--- config.mk ---
export PLATFORM = sky130hd
export DESIGN_NAME = disp_scan_ctrl
export DESIGN_NICKNAME = d
export VERILOG_FILES = /design/src/rtl/disp_scan_ctrl.sv
export SDC_FILE = /design/constraint.sdc
export NUM_CORES = 1
export LEC_CHECK = 0
export CORE_MARGIN = 3
export CORE_UTILIZATION = 58
export CTS_BUF_LIST = sky130_fd_sc_hd__clkbuf_4
export CTS_CLUSTER_SIZE = 24
export DETAILED_ROUTE_END_ITERATION = 10
export GPL_TIMING_DRIVEN = 0
export PLACE_DENSITY = 0.81
export REMOVE_ABC_BUFFERS = 1
export SKIP_CTS_REPAIR_TIMING = 1
export SLEW_MARGIN = 40
export SYNTH_ARGS = -nofsm -noshare
export SYNTH_HDL_FRONTEND = slang
export SYNTH_SLANG_ARGS = --single-unit
--- constraint.sdc ---
create_clock -name CLK -period 2.3 [get_ports CLK]
set_input_delay 0.23 -clock CLK [delete_from_list [all_inputs] [get_ports CLK]]
set_output_delay 0.23 -clock CLK [all_outputs]
set_load 0.05 [all_outputs]
--- src/rtl/disp_scan_ctrl.sv ---
// Multiplexed display scanner: walks a digit index over the enabled digits,
// one slot per PRESCALE cycles, with a leading blank interval in each slot.
// All outputs are registered and change together with the state.
module disp_scan_ctrl #(
  parameter int NUM_DIGITS       = 4,
  parameter int IDX_W            = 2,
  parameter int PRESCALE         = 50000,
  parameter int BLANK_CYCLES     = 16,
  parameter bit ANODE_ACTIVE_LOW = 1'b1
) (
  input  logic                  CLK,
  input  logic                  RST_N,
  input  logic                  EN,
  input  logic [NUM_DIGITS-1:0] DIGIT_MASK,
  output logic [IDX_W-1:0]      DIGIT_SEL,
  output logic [NUM_DIGITS-1:0] ANODE,
  output logic                  BLANK,
  output logic                  SCAN_TICK,
  output logic                  FRAME_START
);

  localparam int CNT_W = (PRESCALE > 2) ? $clog2(PRESCALE) : 1;
  localparam logic [CNT_W-1:0] CNT_LAST = CNT_W'(PRESCALE - 1);
  localparam logic [CNT_W-1:0] CNT_BLK_LAST = CNT_W'((BLANK_CYCLES > 0) ? BLANK_CYCLES - 1 : 0);

  localparam logic [1:0] S_IDLE  = 2'd0;
  localparam logic [1:0] S_BLANK = 2'd1;
  localparam logic [1:0] S_SHOW  = 2'd2;
  // With no blank interval a slot opens directly in the show phase.
  localparam logic [1:0] S_START = (BLANK_CYCLES == 0) ? S_SHOW : S_BLANK;

  localparam logic [NUM_DIGITS-1:0] ANODE_OFF = ANODE_ACTIVE_LOW ? {NUM_DIGITS{1'b1}} : '0;

  logic [1:0]            state_q, state_d;
  logic [CNT_W-1:0]      cnt_q, cnt_d;
  logic [IDX_W-1:0]      sel_q, sel_d;
  logic [NUM_DIGITS-1:0] anode_q, anode_d;
  logic                  blank_q, blank_d;
  logic                  tick_q, tick_d;
  logic                  frame_q, frame_d;

  logic [IDX_W-1:0]      low_idx, nxt_idx;
  logic                  nxt_found;
  logic                  start;
  logic [IDX_W-1:0]      start_idx;

  // Anode pattern for a digit index, in the configured polarity.
  function automatic logic [NUM_DIGITS-1:0] anode_of(input logic [IDX_W-1:0] idx);
    logic [NUM_DIGITS-1:0] oh;
    for (int i = 0; i < NUM_DIGITS; i++) oh[i] = (IDX_W'(i) == idx);
    return ANODE_ACTIVE_LOW ? ~oh : oh;
  endfunction

  // Lowest enabled digit, and the next enabled digit strictly above the current one.
  always_comb begin
    low_idx   = '0;
    nxt_idx   = '0;
    nxt_found = 1'b0;
    for (int i = NUM_DIGITS - 1; i >= 0; i--) begin
      if (DIGIT_MASK[i]) low_idx = IDX_W'(i);
      if (DIGIT_MASK[i] && (i > int'(sel_q))) begin
        nxt_idx   = IDX_W'(i);
        nxt_found = 1'b1;
      end
    end
  end

  // Scan sequencing: enable/idle handling, slot counting, digit advance.
  always_comb begin
    state_d   = state_q;
    cnt_d     = cnt_q;
    sel_d     = sel_q;
    anode_d   = anode_q;
    blank_d   = blank_q;
    tick_d    = 1'b0;
    frame_d   = 1'b0;
    start     = 1'b0;
    start_idx = sel_q;

    if (!EN || ((state_q != S_IDLE) && (cnt_q == CNT_LAST) && (DIGIT_MASK == '0))) begin
      // Disabled, or mask emptied at a slot boundary: park with DIGIT_SEL held.
      state_d = S_IDLE;
      cnt_d   = '0;
      anode_d = ANODE_OFF;
      blank_d = 1'b1;
    end else if (state_q == S_IDLE) begin
      cnt_d = '0;
      if (DIGIT_MASK != '0) begin
        start     = 1'b1;
        start_idx = low_idx;
        frame_d   = 1'b1;
      end
    end else if (cnt_q == CNT_LAST) begin
      start     = 1'b1;
      start_idx = nxt_found ? nxt_idx : low_idx;
      frame_d   = !nxt_found;
    end else begin
      cnt_d = cnt_q + 1'b1;
      if ((BLANK_CYCLES != 0) && (cnt_q == CNT_BLK_LAST)) begin
        state_d = S_SHOW;
        anode_d = anode_of(sel_q);
        blank_d = 1'b0;
      end
    end

    if (start) begin
      state_d = S_START;
      cnt_d   = '0;
      sel_d   = start_idx;
      tick_d  = 1'b1;
      anode_d = (BLANK_CYCLES == 0) ? anode_of(start_idx) : ANODE_OFF;
      blank_d = (BLANK_CYCLES != 0);
    end
  end

  // State and output registers; reset forces anodes off and strobes low at once.
  always_ff @(posedge CLK or negedge RST_N) begin
    if (!RST_N) begin
      state_q <= S_IDLE;
      cnt_q   <= '0;
      sel_q   <= '0;
      anode_q <= ANODE_OFF;
      blank_q <= 1'b1;
      tick_q  <= 1'b0;
      frame_q <= 1'b0;
    end else begin
      state_q <= state_d;
      cnt_q   <= cnt_d;
      sel_q   <= sel_d;
      anode_q <= anode_d;
      blank_q <= blank_d;
      tick_q  <= tick_d;
      frame_q <= frame_d;
    end
  end

  assign DIGIT_SEL   = sel_q;
  assign ANODE       = anode_q;
  assign BLANK       = blank_q;
  assign SCAN_TICK   = tick_q;
  assign FRAME_START = frame_q;

endmodule

* Word level (Yosys, flattened, before mapping)
Cells that the tools add are included.
** Word-level totals
- Flip-flop bits (word level) :: 27
- Input bits :: 7
- Output and inout bits :: 9
- Word-level logic and storage cells :: 80
** Cells by class
- Add/sub/neg operators :: 1
- Magnitude comparators :: 3
- Equal/unequal tests :: 9
- Multiplexer cells :: 41
- Bitwise logic cells :: 2
- Reduce and logical (&&, ||, !) cells :: 17
** Operators by type and width (number)
- $mux W16 :: 4
- $mux W2 :: 16
- $mux W4 :: 5
- $add A16 B1 Y16 const B :: 1
- $eq A16 B16 Y1 const B :: 1
- $eq A16 B4 Y1 const B :: 1
- $mux W1 :: 16
- $logic_and A1 B1 Y1 :: 5
- $eq A2 B2 Y1 const A :: 2
- $gt A2 B2 Y1 const A :: 2
- $logic_not A2 Y1 :: 2
- $logic_not A4 Y1 :: 1
- $ne A4 B2 Y1 const B :: 1
- $not A4 Y4 :: 1
- $reduce_and A4 Y1 :: 1
- $reduce_bool A2 Y1 :: 2
- $reduce_bool A4 Y1 :: 1
- $ne A3 B2 Y1 const B :: 1
- $ne A3 B3 Y1 const B :: 1
- $reduce_and A3 Y1 :: 1
- $reduce_bool A3 Y1 :: 1
- $eq A1 B2 Y1 const A :: 1
- $gt A1 B2 Y1 const A :: 1
- $logic_not A1 Y1 :: 2
- other kinds (3) :: 3

* Longest topological paths before layout
- Depth after elaboration :: 9
- Depth in mapped cells :: 7
- Mapped depth without buffers :: 5

* Least setup slack after synthesis
Ideal clock, no wire load.
- Path kind :: flip-flop to flip-flop
- From :: reg cnt_q[0]
- To :: reg sel_q[0], in the netlist DIGIT_SEL[0]
- Setup time :: 0.079 ns
- Arrival :: 1.611 ns
- Required time :: 2.221 ns
- Slack :: 0.610 ns
- Cell stages (with the launch flop) :: 8
- Path buffers :: 2
- Clock period less this slack :: 1.690 ns
- Path through :: dfrtp_1 ha_1 and3_1 buf_4 and3_1 buf_2 a21oi_1 mux2i_1
** Between the ends
- Word-level cells in the longest chain between the ends :: 6
- Elaborated cells on any way between the ends :: 10
- Those cells by class :: 1 x eq/ne; 3 x mux; 1 x bitwise; 5 x reduce/logical
** RTL lines
- start, declared :: RTL line 35 : logic [CNT_W-1:0] cnt_q, cnt_d;
- start signal, assigned :: RTL line 128 : cnt_q <= cnt_d;
- $eq A16 B16 Y1 (*) :: RTL line 80, 93
- $logic_and A1 B1 Y1 (2 in a row) :: RTL line 80 : if (!EN || ((state_q != S_IDLE) && (cnt_q == CNT_LAST) && (DIGIT_MASK == '0))) begin
- $logic_or A1 B1 Y1 :: RTL line 80
- $mux W1 or $not A1 Y1 (tied branches)
- $reduce_and A4 Y1 (no source line) (*)
- end signal, assigned :: RTL line 129 : sel_q <= sel_d;
- end, declared :: RTL line 36 : logic [IDX_W-1:0] sel_q, sel_d;
Every way passes the cells marked *; elsewhere a longest branch is shown, timed or not.
A chain may end at the register's enable or synchronous reset.

* Worst setup path after layout
- From :: reg cnt_q[0]
- To :: reg state_q[0]
** Between the ends
- Word-level cells in the longest chain between the ends :: 7
- Elaborated cells on any way between the ends :: 14
- Those cells by class :: 4 x eq/ne; 5 x mux; 5 x reduce/logical
** RTL lines
- $eq A16 B16 Y1 :: RTL line 80, 93
- $logic_and A1 B1 Y1 (2 in a row) :: RTL line 80
- $logic_or A1 B1 Y1 :: RTL line 80
- $mux W1 :: RTL line 80
- $ne A3 B3 Y1 (no source line), or another cell as far along
- $reduce_and A3 Y1 (no source line)
- end signal, assigned :: RTL line 127 : state_q <= state_d;
- end, declared :: RTL line 34 : logic [1:0] state_q, state_d;
Parallel ways exist; a longest one is shown, timed or not.

==> qor.txt <==
largest family of logic cells by synthesized area = simple AND/OR/NAND/NOR gates
Peak Freq = 496.9 MHz
Layout area overhead = 12.30%
CTS Buf Count = 3
Worst path slowest cell = o21ai_4
initial antenna violation count = 0
FFs w/ async S/R, synth = 1.000
Slew @ Worst Pin = 0.5934 ns
commonest non-fill, non-tap cell in the layout = dfrtp_1
Synth Area in XOR/XNOR = 0.05344
Antenna Cells = 0
Final Core Density = 0.7145
clk sinks = 27
final-report max-slew violation count = 0
Final nets = 173
crit path from = cnt_q[0]$_DFFE_PN0P_
IO Pins = 16
post-synthesis mux area share = 0.01357
TritonCTS clock tree = done
Worst IR Drop VDD = 0.4047 mV
Mapped Cells = 150
Final setup viols = 0
max incr delay on CP = 0.48 ns
CP Cell Sequence = ha_1 -> and3_1 -> nand3_1 -> o21ai_4 -> o21ai_0
crit path capture type = flip-flop
total gr overflow = 0
Fin Setup TNS = 0 ns
share of cells above drive strength 1 = 0.1098
R2R Path End = state_q[0]$_DFFE_PN0P_
complex-gate fraction of the synthesized area = 0.1696
min Tclk post-route = 2.013 ns
Post-Syn Area = 1475 um^2
Worst-path clk slew = 0.14 ns
total number of vias = 1217
All-Layer GR Usage = 0.2095
FF-to-FF setup slack = 0.29 ns
post-synth cell types = 48
Detailed Routing Iterations Pass 1 = 4
FF+latch count, synth = 27
final hold violation count = 0
Rel. slew slack = 0.6044
first-pass GRT wire length = 5.382 mm
Total Power = 947.7 uW
R2R depth = 5
Post-synth EDFFs = 0
worst setup path endpoint = state_q[0]$_DFFE_PN0P_
syn_area_per_cell = 9.834 um^2
Clock Path Buffers = 2
top post-synthesis cells by area = dfrtp_1 (37%), dfstp_2 (8.9%), nor2_1 (4.1%), xor2_1 (3.6%), a21oi_1 (3.4%)
Die H = 56.43 um
crit-path max FO = 16
Initial Utilization = 0.6363
Die Wd = 56.43 um
Crit Path Class = reg -> reg
row count = 17
final WL = 3.023 mm
leakage power = 0.0006608 uW
FF-to-FF Start = cnt_q[0]$_DFFE_PN0P_
PortBufs = 15
register area share after synthesis = 0.4623
DRC Markers = 0
fin crit share = 0.8750
main flop type after synthesis = dfrtp_1
vias in the first global route = 1198
RSZ-0062 raised after global routing = no
DR iter-0 viols = 27
Max Cap Violations = 0
vias per inst = 6.339
commonest cells after routing, fill and taps aside = dfrtp_1 (22), nor2_1 (16), clkdlybuf4s50_1 (14)
root buffer cell = clkbuf_4
Synth Warn # = 0
min-delay worst type = in -> async
core footprint = 2318 um^2
clock latency on the worst-skew pair = 0.32 ns
Yosys top cell area share = 0.3732
Critical Path Source Type = flip-flop
fill count = 171
Pwr Density = 572.1 nW/um^2
Routability Congestion = 0.8838
Fin Clk Skew = 0.006409 ns
HPWL Detailed = 2.180 mm
Worst Path Arrival = 2.21 ns
required time of the critical path = 2.50 ns
status = complete, no violations
Die Area = 3184 um^2
leading area contributor after synthesis = dfrtp_1
Simple-Gate Fraction of Synth Area = 0.2536
htree depth = 1
Avg WL per Cell = 15.74 um
post-route ant nets = 0
largest net degree at the start of global routing = 28
adder-cell share of the synthesized area = 0.008482
[logic make-up (layout without fill, tap and decap cells)]
kind of cell / Yosys count / after routing
buffers and inverters: 11 / 25
AOI/OAI and AO/OA: 37 / 37
adders and majority gates: 1 / 1
DFF: 27 / 27
xor gates and xnor gates: 9 / 9
muxes: 2 / 2
and+or+nand+nor: 63 / 63
[routing by layer]
| layer | vias to the layer above | track usage | part of all wire |
|---|---|---|---|
| li1 | 578 | - | - |
| met4 | 0 | 0.06102 | 0.0096 |
| met5 | - | 0 | 0 |
| met1 | 610 | 0.2844 | 0.46 |
| met3 | 4 | 0.04368 | 0.040 |
| met2 | 25 | 0.3366 | 0.49 |
[flip-flops by register name, indices dropped and copies added (netlist names)]
| register | count |
|---|---|
| FRAME_START | 1 |
| ANODE | 4 |
| SCAN_TICK | 1 |
| state_q | 2 |
| BLANK | 1 |
| cnt_q | 16 |
| DIGIT_SEL | 2 |
[report_power, final]
group / internal, uW / switching (uW) / total [uW]
combinational: 75.9 / 131 / 207
sequential: 494 / 29.6 / 524
clock: 79.8 / 137 / 217
[worst min-delay path by stage]
stage | startpoint | to | depth (start not counted)
floorplan | RST_N | DIGIT_SEL[0]$_DFFE_PN0P_ | 0
CTS | RST_N | FRAME_START$_DFF_PN0_ | 1
global route | RST_N | FRAME_START$_DFF_PN0_ | 2
detailed placement | RST_N | cnt_q[15]$_DFFE_PN0P_ | 1
finish | RST_N | cnt_q[4]$_DFFE_PN0P_ | 2
global placement | cnt_q[0]$_DFFE_PN0P_ | cnt_q[0]$_DFFE_PN0P_ | 1
[synthesized netlist by cell type, types with 2 or more instances]
cell,instances
dfrtp_1,22
nor2_1,16
a21oi_1,10
o21ai_0,10
nand2_1,8
and3_1,7
xor2_1,6
dfstp_2,5
inv_1,5
nand3_1,5
and2_1,4
nor3_1,4
nand4_1,3
or3_1,3
xnor2_1,3
buf_4,2
mux2i_1,2
nand3_4,2
nor4_1,2
o221ai_1,2
o22ai_1,2
[layout make-up]
type | count | area, um^2 | share of cell area
clock buffers | 4 | 30.03 | 0.01813
repair buffers | 16 | 155.1 | 0.09366
inverters | 5 | 18.77 | 0.01133
flip-flops and latches | 27 | 681.9 | 0.4116
well taps | 28 | 35.03 | 0.02115
multi-input cells | 112 | 735.7 | 0.4441
[per-stage QoR]
stage | hold slack (ns) | worst slack [ns] | area (um^2) | instances
floorplan | -0.06559 | 0.6442 | 1436 | 144
global placement | 0.4375 | 0.2289 | 1622 | 187
detailed placement | 0.2673 | 0.2200 | 1617 | 187
CTS | -0.1006 | 0.3021 | 1647 | 191
global route | 0.4503 | 0.1411 | 1657 | 192
finish | 0.4175 | 0.2875 | 1657 | 192
[critical path: cells and delay by family, from the launching register on]
family          cells  cell delay (ns)
compound gates      2             0.65
simple gates        2             0.65
fa+ha+maj           1             0.18
flops               1             0.39
Note: power is estimated with default switching activity, not from simulation.
